## config.mk

```make
export PLATFORM = sky130hd
export DESIGN_NAME = muldiv_unit
export DESIGN_NICKNAME = d
export VERILOG_FILES = /design/src/rtl/muldiv_unit_pkg.sv /design/src/rtl/muldiv_negate.sv /design/src/rtl/muldiv_unit.sv
export SDC_FILE = /design/constraint.sdc
export NUM_CORES = 1
export LEC_CHECK = 0
export BUFFER_PORTS_ARGS = -buffer_cell sky130_fd_sc_hd__clkbuf_2
export CAP_MARGIN = 15
export CORE_MARGIN = 2
export CORE_UTILIZATION = 45
export DETAILED_ROUTE_END_ITERATION = 16
export GPL_ROUTABILITY_DRIVEN = 0
export RECOVER_POWER = 100
export SYNTH_ARGS = -nofsm -noshare
export SYNTH_HDL_FRONTEND = slang
export SYNTH_SLANG_ARGS = --single-unit
```

## constraint.sdc

```tcl
create_clock -name clk -period 4.9 [get_ports clk]
set_input_delay 0.98 -clock clk [delete_from_list [all_inputs] [get_ports clk]]
set_output_delay 0.98 -clock clk [all_outputs]
set_load 0.005 [all_outputs]
```

## src/rtl/muldiv_unit_pkg.sv

```systemverilog
// Shared encodings for the iterative multiply/divide unit.
package muldiv_unit_pkg;

  typedef enum logic [1:0] {
    ST_IDLE = 2'd0,
    ST_RUN  = 2'd1,
    ST_FIX  = 2'd2
  } state_t;

  localparam logic OP_MUL = 1'b0;
  localparam logic OP_DIV = 1'b1;

endpackage

```

## src/rtl/muldiv_negate.sv

```systemverilog
// Conditional two's-complement negator: y = en ? -a : a.
module muldiv_negate
  import muldiv_unit_pkg::*;
#(
  parameter int WIDTH = 32
) (
  input  logic             en,
  input  logic [WIDTH-1:0] a,
  output logic [WIDTH-1:0] y
);

  // Negate by invert-and-increment when enabled, otherwise pass through.
  always_comb begin
    y = a;
    if (en) y = (~a) + WIDTH'(1);
  end

endmodule

```

## src/rtl/muldiv_unit.sv

```systemverilog
// Iterative one-bit-per-cycle multiply/divide unit feeding the HI/LO read path.
// Operands are reduced to magnitudes at capture, an unsigned shift-add or
// restoring-divide engine runs WIDTH iterations, and signs are restored when
// HI/LO are written.
module muldiv_unit
  import muldiv_unit_pkg::*;
#(
  parameter int WIDTH = 32
) (
  input  logic             clk,
  input  logic             reset,
  input  logic             start,
  input  logic             op_div,
  input  logic             op_signed,
  input  logic [WIDTH-1:0] srca,
  input  logic [WIDTH-1:0] srcb,
  output logic             busy,
  output logic             done,
  output logic             div_by_zero,
  output logic [WIDTH-1:0] hi,
  output logic [WIDTH-1:0] lo
);

  localparam int CW = $clog2(WIDTH) + 1;
  localparam logic [CW-1:0] LAST = CW'(WIDTH - 1);

  state_t            state;
  logic [CW-1:0]     cnt;

  // Operation context captured with start.
  logic              op_kind;
  logic              sign_a;
  logic              sign_b;
  logic [WIDTH-1:0]  srca_raw;
  // Multiplicand for multiply, divisor for divide (magnitude).
  logic [WIDTH-1:0]  opnd;
  // Multiply: {carry, product_hi, product_lo/multiplier}.
  // Divide:   {rem (WIDTH+1 bits), quo/dividend}.
  logic [2*WIDTH:0]  acc;

  logic              in_sign_a;
  logic              in_sign_b;
  logic [WIDTH-1:0]  mag_a;
  logic [WIDTH-1:0]  mag_b;
  logic              accept;

  logic [2*WIDTH:0]  acc_next;
  logic [WIDTH-1:0]  addend;
  logic [WIDTH:0]    upper;
  logic [WIDTH:0]    rem_sh;
  logic [WIDTH:0]    divisor_ext;

  logic [2*WIDTH-1:0] prod_fix;
  logic [WIDTH-1:0]   quo_fix;
  logic [WIDTH-1:0]   rem_fix;
  logic               res_neg;
  logic               dbz_now;

  assign in_sign_a = op_signed & srca[WIDTH-1];
  assign in_sign_b = op_signed & srcb[WIDTH-1];
  assign accept    = (state == ST_IDLE) && start;
  assign res_neg   = sign_a ^ sign_b;
  assign dbz_now   = (op_kind == OP_DIV) && (opnd == '0);

  muldiv_negate #(.WIDTH(WIDTH)) u_neg_a (.en(in_sign_a), .a(srca), .y(mag_a));
  muldiv_negate #(.WIDTH(WIDTH)) u_neg_b (.en(in_sign_b), .a(srcb), .y(mag_b));

  muldiv_negate #(.WIDTH(2*WIDTH)) u_neg_prod (
    .en(res_neg), .a(acc[2*WIDTH-1:0]), .y(prod_fix)
  );
  muldiv_negate #(.WIDTH(WIDTH)) u_neg_quo (
    .en(res_neg), .a(acc[WIDTH-1:0]), .y(quo_fix)
  );
  muldiv_negate #(.WIDTH(WIDTH)) u_neg_rem (
    .en(sign_a), .a(acc[2*WIDTH-1:WIDTH]), .y(rem_fix)
  );

  // One engine iteration: shift-add for multiply, restoring step for divide.
  always_comb begin
    addend      = acc[0] ? opnd : '0;
    upper       = acc[2*WIDTH:WIDTH] + {1'b0, addend};
    rem_sh      = {acc[2*WIDTH-1:WIDTH], acc[WIDTH-1]};
    divisor_ext = {1'b0, opnd};
    acc_next    = {1'b0, upper, acc[WIDTH-1:1]};
    if (op_kind == OP_DIV) begin
      if (rem_sh >= divisor_ext)
        acc_next = {rem_sh - divisor_ext, acc[WIDTH-2:0], 1'b1};
      else
        acc_next = {rem_sh, acc[WIDTH-2:0], 1'b0};
    end
  end

  // Datapath registers: operand capture on accept, one iteration per RUN edge.
  always_ff @(posedge clk) begin
    if (accept) begin
      op_kind  <= op_div ? OP_DIV : OP_MUL;
      sign_a   <= in_sign_a;
      sign_b   <= in_sign_b;
      srca_raw <= srca;
      if (op_div) begin
        opnd <= mag_b;
        acc  <= {{(WIDTH+1){1'b0}}, mag_a};
      end else begin
        opnd <= mag_a;
        acc  <= {{(WIDTH+1){1'b0}}, mag_b};
      end
    end else if (state == ST_RUN) begin
      acc <= acc_next;
    end
  end

  // Control FSM and architectural HI/LO/flag registers.
  always_ff @(posedge clk or negedge reset) begin
    if (!reset) begin
      state       <= ST_IDLE;
      cnt         <= '0;
      busy        <= 1'b0;
      done        <= 1'b0;
      div_by_zero <= 1'b0;
      hi          <= '0;
      lo          <= '0;
    end else begin
      done <= 1'b0;
      case (state)
        ST_IDLE: begin
          if (start) begin
            cnt   <= '0;
            busy  <= 1'b1;
            state <= ST_RUN;
          end
        end
        ST_RUN: begin
          cnt <= cnt + CW'(1);
          if (cnt == LAST) state <= ST_FIX;
        end
        ST_FIX: begin
          div_by_zero <= dbz_now;
          if (op_kind == OP_DIV) begin
            if (dbz_now) begin
              hi <= srca_raw;
              lo <= '1;
            end else begin
              hi <= rem_fix;
              lo <= quo_fix;
            end
          end else begin
            {hi, lo} <= prod_fix;
          end
          busy  <= 1'b0;
          done  <= 1'b1;
          state <= ST_IDLE;
        end
        default: state <= ST_IDLE;
      endcase
    end
  end

endmodule

```

==> results of run 1 <==
[power groups by stage]
stage | combinational [W] | sequential [W] | clock, W
CTS | 0.00483 | 0.00301 | 0.00194
detailed placement | 0.00480 | 0.00304 | 0
finish | 0.00490 | 0.00303 | 0.00192
global placement | 0.00474 | 0.00303 | 0
floorplan | 0.00377 | 0.00269 | 0
global route | 0.00537 | 0.00307 | 0.00201
[per-layer routing]
layer / vias to the layer above / track usage, %
met5: - / 0
met4: 0 / 9.13
met3: 109 / 4.79
met2: 707 / 44.4
met1: 7247 / 39.9
li1: 7009 / -
[area by class of cell]
type,instances,area share [%]
clock buffers,29,3.68
clock inverters,16,0.941
inverters,72,1.51
multi-input cells,1493,53.6
flip-flops and latches,207,32.5
well taps,461,3.21
repair buffers,169,4.57
[worst min path at each step]
stage	to	slack, ns
3_3_place_gp	hi[2]	0.46
3_5_place_dp	hi[9]	0.47
4_1_cts	hi[25]	0.46
6_report	hi[9]	0.48
5_1_grt	hi[9]	0.49
2_1_floorplan	state[1]	0.45
[stage by stage]
step | cells | setup WS [ns] | utilization (%) | cell area [µm²] | total power [W]
CTS | 2446 | 0.722 | 51.0 | 18100 | 0.00979
detailed placement | 2401 | 0.698 | 48.7 | 17300 | 0.00784
global placement | 2401 | 0.897 | 48.7 | 17300 | 0.00777
finish | 2447 | 0.432 | 50.6 | 18000 | 0.00985
global route | 2447 | 0.121 | 50.6 | 18000 | 0.0104
floorplan | 1876 | 0.934 | - | 16100 | 0.00646
[registers in the layout, summed over array words and instances (netlist names)]
name         count
done             1
lo              32
hi              32
div_by_zero      1
op_kind          1
opnd            32
state            2
sign_b           1
sign_a           1
acc             65
busy             1
srca_raw        32
cnt              6
[worst max-delay path, cell delays in order (launching register included)]
cell and delay, ns:
edfxtp_1 0.48, or4_1 0.61, or4_1 0.51, or4_1 0.79, nor4_2 0.98, nor2_2 0.06
xor2_1 0.17, nor2_1 0.05, a211oi_1 0.63, a21o_1 0.14
[logic make-up (layout without fill, tap and decap cells)]
logic type | after synthesis | in the layout | synth area share [%]
AND/OR/NAND/NOR | 568 | 568 | 16.5
adder cells (fa/ha/maj) | 71 | 71 | 5.59
buffers and inverters | 176 | 286 | 4.20
multiplexers | 94 | 94 | 5.84
AO/OA/AOI/OAI | 551 | 551 | 20.4
flip-flops | 207 | 207 | 36.2
XOR/XNOR | 209 | 209 | 11.3
[cells in the final DEF, fill, tap and decap left out, types with 12 or more instances in the layout]
master,synthesis,routed
nor3_1,45,45
and3_1,13,13
inv_1,71,71
clkbuf_1,86,75
xnor2_1,117,116
nor2_1,207,207
nand3_1,41,41
clkbuf_2,0,75
buf_4,1,18
or4_1,14,16
o31ai_1,19,20
a211oi_1,25,25
o22ai_1,12,12
dfrtp_1,75,75
edfxtp_1,132,132
mux2i_1,92,92
a31oi_1,26,26
xor2_1,92,91
a21oi_1,209,209
or3_1,14,14
clkbuf_16,0,25
a21o_1,22,22
nor4_1,26,26
o21ai_0,149,149
nand4_1,12,12
ha_1,69,69
nand2b_1,12,12
nand2_1,136,136
==> metrics.md, run 1 <==
| Metric | Value |
|---|---|
| Post-synthesis async set-or-reset flop share | a little over a third |
| Largest area contributor in the netlist | edfxtp_1 |
| Synth top cells by count | 209 x a21oi_1, 207 x nor2_1, 149 x o21ai_0, 136 x nand2_1, 132 x edfxtp_1 |
| CP Launch Type | flip-flop |
| Clock Skew | just under 0.03 ns |
| DIE AREA | 0.0374 mm² |
| H-tree levels | 1 |
| Synth top area share | 24.5% |
| Worst r2r src | acc[4] |
| Crit end category | flip-flop |
| Die H | a little under 200 µm |
| Highest routed layer | met4 |
| Final hold viol count | 0 |
| Post-synthesis cell area | roughly 0.016 mm² |
| Worst hold path class | reg -> reg |
| Reg2Reg Depth | 9 |
| Max FO, Critical Path | 9 |
| Net Sw Power | about 0.0043 W |
| Failing checks | capacitance limit, slew limit |
| Multi-input gate area in the final layout | 0.00961 mm² |
| Antenna violations before repair | 0 |
| Via count | between 15000 and 20000 |
| # setup viols final | 0 |
| Internal power | between 0.005 and 0.006 W |
| CTS root buffer | clkbuf_16 |
| Post-CTS Setup Repair Bufs | 0 |
| Largest net degree at the start of global routing | 85 |
| Worst Tran Pin Value | roughly 2.6 ns |
| Clock Pin Slew Worst Setup and Hold Paths | roughly 0.06 ns |
| Fin Hold WS | between 0.4 and 0.5 ns |
| Synthesized flop and latch total | a little over 200 |
| Most frequent cell after synthesis | a21oi_1 |
| Clock period minus worst slack | around 4.5 ns |
| Cell Pwr Density | 549 mW/mm² |
| Min-delay src | hi[9] |
| Worst vdd ir | between 0.0004 and 0.0005 V |
| DR WL/cell | 22.5 µm |
| Max Root-Sink Buffers | 3 |
| Fmax achieved | between 0.2 and 0.25 GHz |
| TritonCTS Buffers | 25 |
| Share of cells above drive strength 1 | under 10% |
| Final #Nets | around 2100 |
| Slew Viols, Final | 270 |
| Grt ovf | 0 |
| Initial drt markers | roughly 1500 |
| Die X-Extent | between 150 and 200 µm |
| Synthesized net count | approximately 2000 |
| Met2 wire length | roughly 25000 µm |
| Met3 Wirelength | 4580 µm |
| Clk sinks | a little over 200 |
| Run status | finished, violations left |
| # diodes | 0 |
| Hold buffers post-CTS | 0 |
| Global-route wire length before repair | about 83000 µm |
| Main flop type after synthesis | edfxtp_1 |
| Slew margin rel. | -74.5% |
| Sequential share of power | between 30 and 40% |
| Boundary Pins | between 100 and 150 |
| RSZ-0062 raised after global routing | false |
| Setup TNS | 0 ns |
| FF/Latch Area | 0.00584 mm² |
| DRT Pass-1 Iters | 6 |
| Initial Util | around 46% |
| Total track usage | 28.3% |
| Worst Path Required | between 5 and 6 ns |
| Synth cell types | 74 |
| Logic gate share of total power | roughly half |
| Crit Path Class | reg -> reg |
| Maxcap violations | 7 |
| Sequential area share after synthesis | a little over a third |
| Fin crit share | 91.2% |
| Post-CTS resize count | 0 |
| Hold path depth | 1 |
| Clk pwr share | around a fifth |
| Syn Inst Count | 1876 |
| Worst setup path endpoint | hi[9] |
| Fill count | between 3000 and 4000 |
| Leak pwr | ~7.3 nW |
| HPWL Detailed | roughly 42000 µm |
| Sw frac | 44.0% |
| Synthesis-to-finish area growth | 11.2% |
| Core box area | around 0.035 mm² |
| Critical Path Source | acc[4] |
| Antenna viol nets, final | 0 |
| Top cells by area, synth | edfxtp_1 25%, dfrtp_1 12%, a21oi_1 6.5% |
| Vias in the first global route | ~14000 |
| Port bufs | around 140 |
| DRC viols | 0 |
| Reg2reg end | hi[9] |
| Number of synthesized flops with an enable pin | around 130 |
| Routed WL | 55100 µm |
| Clk Latency, worst-skew pair | 0.54 ns |
| Via/cell ratio | between 6 and 7 |
| Internal reg-to-reg setup slack | around 0.43 ns |
| CTS tree | built |
| Worst EP arrival | roughly 5 ns |
| Ys Warns | 0 |
| Syn avg cell area | approximately 8.6 µm² |
| Met1 Wirelength | about 24000 µm |
| # rows | ~70 |
Note: power is estimated with default switching activity, not from simulation.
==> inputs of run 2 (changes only) <==
--- a/config.mk
+++ b/config.mk
@@ -11,6 +11,7 @@
 export CORE_UTILIZATION = 45
 export DETAILED_ROUTE_END_ITERATION = 16
 export GPL_ROUTABILITY_DRIVEN = 0
+export GPL_TIMING_DRIVEN = 0
 export RECOVER_POWER = 100
 export SYNTH_ARGS = -nofsm -noshare
 export SYNTH_HDL_FRONTEND = slang
==> run 2 against run 1 <==
Compared with the run above: the run still ends with capacitance limit, slew limit left; setup slack lost 0.21 ns; largest cell class unchanged; total power is 1.4% higher; global-route usage grew 2.4 points; fmax shrank 4.5%; sequential cell count did not move; final cell count increased by 3.0%; utilization up 0.61 points; critical path depth increased by 4.
==> metrics.md, run 2 (synthesis gave the netlist of run 1 again) <==
| Metric | Value |
|---|---|
| Total track usage | 30.7% (+2.4 points) |
| Fmax achieved | 0.214 GHz (-4.5%) |
| Slowest cell on the critical path | o31ai_1 |
| DRC viols | 0 (unchanged) |
| Vias in the first global route | 14700 (+3.8%) |
| Worst hold path class | reg -> reg |
| Util after Layout | 51.2% (+0.61 points) |
| Die X-Extent | 193 µm (unchanged) |
| Clock Pin Slew Worst Setup and Hold Paths | 0.06 ns (about the same) |
| Antenna violations before repair | 1 (+1) |
| Routed WL | 59200 µm (+7.4%) |
| Final #Nets | 2180 (+3.4%) |
| Largest net degree at the start of global routing | 66 (-22%) |
| Maxcap violations | 3 (-4) |
| Final hold viol count | 0 (unchanged) |
| Commonest non-fill, non-tap cell in the layout | a21oi_1 |
| Tot Pwr | 0.00998 W (+1.4%) |
| Hold Path End | hi[2] |
| Non-Filler Instances | 2521 (+3.0%) |
| Reg2reg end | acc[59] |
| Crit end category | flip-flop |
| Port bufs | 135 (unchanged) |
| CTS root buffer | clkbuf_16 |
| Internal reg-to-reg setup slack | 0.22 ns (-0.21 ns) |
| DIE AREA | 0.0374 mm² (unchanged) |
| Worst r2r src | acc[0] |
| Cell Pwr Density | 550 mW/mm² (+0.17%) |
| Clock Skew | 0.0201 ns (-0.00959 ns) |
| DR WL/cell | 23.5 µm (+4.2%) |
| Synthesis-to-finish area growth | 12.5% |
| Slew margin rel. | -90.2% (-16 points) |
| HPWL Detailed | 46300 µm (+10%) |
| Worst Path Required | 5.18 ns (-0.20 ns) |
| Max reg flops | 65 (unchanged) |
| Share of cells above drive strength 1 | 6.41% (-1.2 points) |
| Initial drt markers | 1932 (+27%) |
| Max FO, Critical Path | 10 (+1) |
| Clk sinks | 207 (unchanged) |
| H-tree levels | 1 (unchanged) |
| Reg2Reg Depth | 13 (+4) |
| Worst Tran Pin Value | 2.85 ns (+0.235 ns) |
| Core box area | 0.0355 mm² (unchanged) |
| Grt ovf | 0 (unchanged) |
| RSZ-0062 raised after global routing | false |
| Crit Path Class | reg -> reg |
| Setup WS pre-CTS | 0.0294 ns (-0.669 ns) |
| DRT Pass-1 Iters | 5 (-1) |
| Leak pwr | 7.36 nW (+0.43%) |
| Boundary Pins | 136 (unchanged) |
| Hold path depth | 2 (+1) |
| Slew Viols, Final | 166 (-39%) |
| CP peak stage delay | 0.55 ns (-0.43 ns) |
| Cells along the critical path | inv_1, clkbuf_1, nor2_1, fa_1, a21oi_1, o22ai_1, o31ai_1, o31a_1, o21bai_1, a311oi_2, xnor2_1, a32oi_1, o21ai_0 |
| Min-delay src | hi[2] |
| Clock period minus worst slack | 4.68 ns (+0.209 ns) |
| Clk Latency, worst-skew pair | 0.55 ns (about the same) |
| Via count | 15600 (+3.5%) |
| Run status | finished, violations left |
| Final worst-path setup slack | 0.223 ns (-0.209 ns) |
| Global-route wire length before repair | 89300 µm (+7.0%) |
| Worst EP arrival | 4.96 ns (+0.02 ns) |
| Post-placement cell count | 2474 (+3.0%) |
| Max Root-Sink Buffers | 3 (unchanged) |
| CTS tree | built |
| # rows | 69 (unchanged) |
| Die H | 193 µm (unchanged) |
| Most frequent cells in the layout | 209 x a21oi_1, 207 x nor2_1, 162 x clkbuf_1, 148 x o21ai_0, 136 x nand2_1 |
| Antenna viol nets, final | 0 (unchanged) |
| Buf/Inv on CP | 2 (+2) |
| Top cell family by delay on the critical path | compound AO/OA/AOI/OAI gates |
| CP Launch Type | flip-flop |
| Fin crit share | 95.4% (+4.3 points) |
| TritonCTS Buffers | 25 (unchanged) |
| # setup viols final | 0 (unchanged) |
| Worst vdd ir | 0.000335 V (-19%) |
| Largest Register | acc |
| Failing checks | capacitance limit, slew limit |
| Via/cell ratio | 6.19 (+0.49%) |
| Initial Util | 45.5% (unchanged) |
==> run 2: layer usage <==
layer  up-vias  share of wire, %  global-route usage, %
li1       7171                 -                      -
met2       815                42                   45.8
met5         -                 0                      0
met1      7488                44                   45.1
met4         0               3.9                   10.9
met3       130               9.5                   4.83
==> run 2: worst max-delay path by stage <==
stage | startpoint | end | slack [ns] | cells after the start
final | acc[0] | acc[59] | 0.22 | 13
after global routing | acc[0] | acc[59] | 0.009 | 13
after CTS | acc[0] | acc[59] | 0.08 | 13
after detailed placement | acc[0] | acc[59] | 0.03 | 13
after global placement | start | acc[5] | -0.99 | 6
after floorplan | start | acc[19] | 0.93 | 4
==> run 2: layout make-up <==
| type | count | area [µm²] |
|---|---|---|
| inverters | 72 | 270 |
| fillers | 3440 | 17300 |
| repair buffers | 137 | 609 |
| flip-flops and latches | 207 | 5840 |
| diodes | 1 | 2.50 |
| well taps | 461 | 577 |
| plain buffers | 104 | 399 |
| multi-input cells | 1493 | 9610 |
| clock buffers | 33 | 728 |
| clock inverters | 13 | 134 |
==> run 2: per-stage QoR <==
stage	setup TNS (ns)	area, µm²	hold WS [ns]
final	0	18200	0.466
after global routing	0	18200	0.489
after CTS	0	18300	0.320
after detailed placement	0	17500	0.461
after global placement	-49.57	17400	0.458
after floorplan	0	16100	0.455
==> run 2: what timing repair did <==
| item | 4_1_cts | 5_1_grt |
|---|---|---|
| hold buffers | 0 | 0 |
| buffers inserted | 0 | 0 |
| gates resized for setup | 0 | 2 |
| endpoints found under the setup margin | 0 | 3 |
==> run 2: tightest hold or removal path, delay by kind of cell, from the launching register on <==
family	cells	cell delay, ns
flip-flops	1	0.34
AND/OR/NAND/NOR	2	0.10
==> run 2: power by group <==
part	internal, W	leakage, nW	switching [W]
combinational	0.00202	4.75	0.00307
clock	0.00116	0.422	0.000809
sequential	0.00235	2.19	0.000576
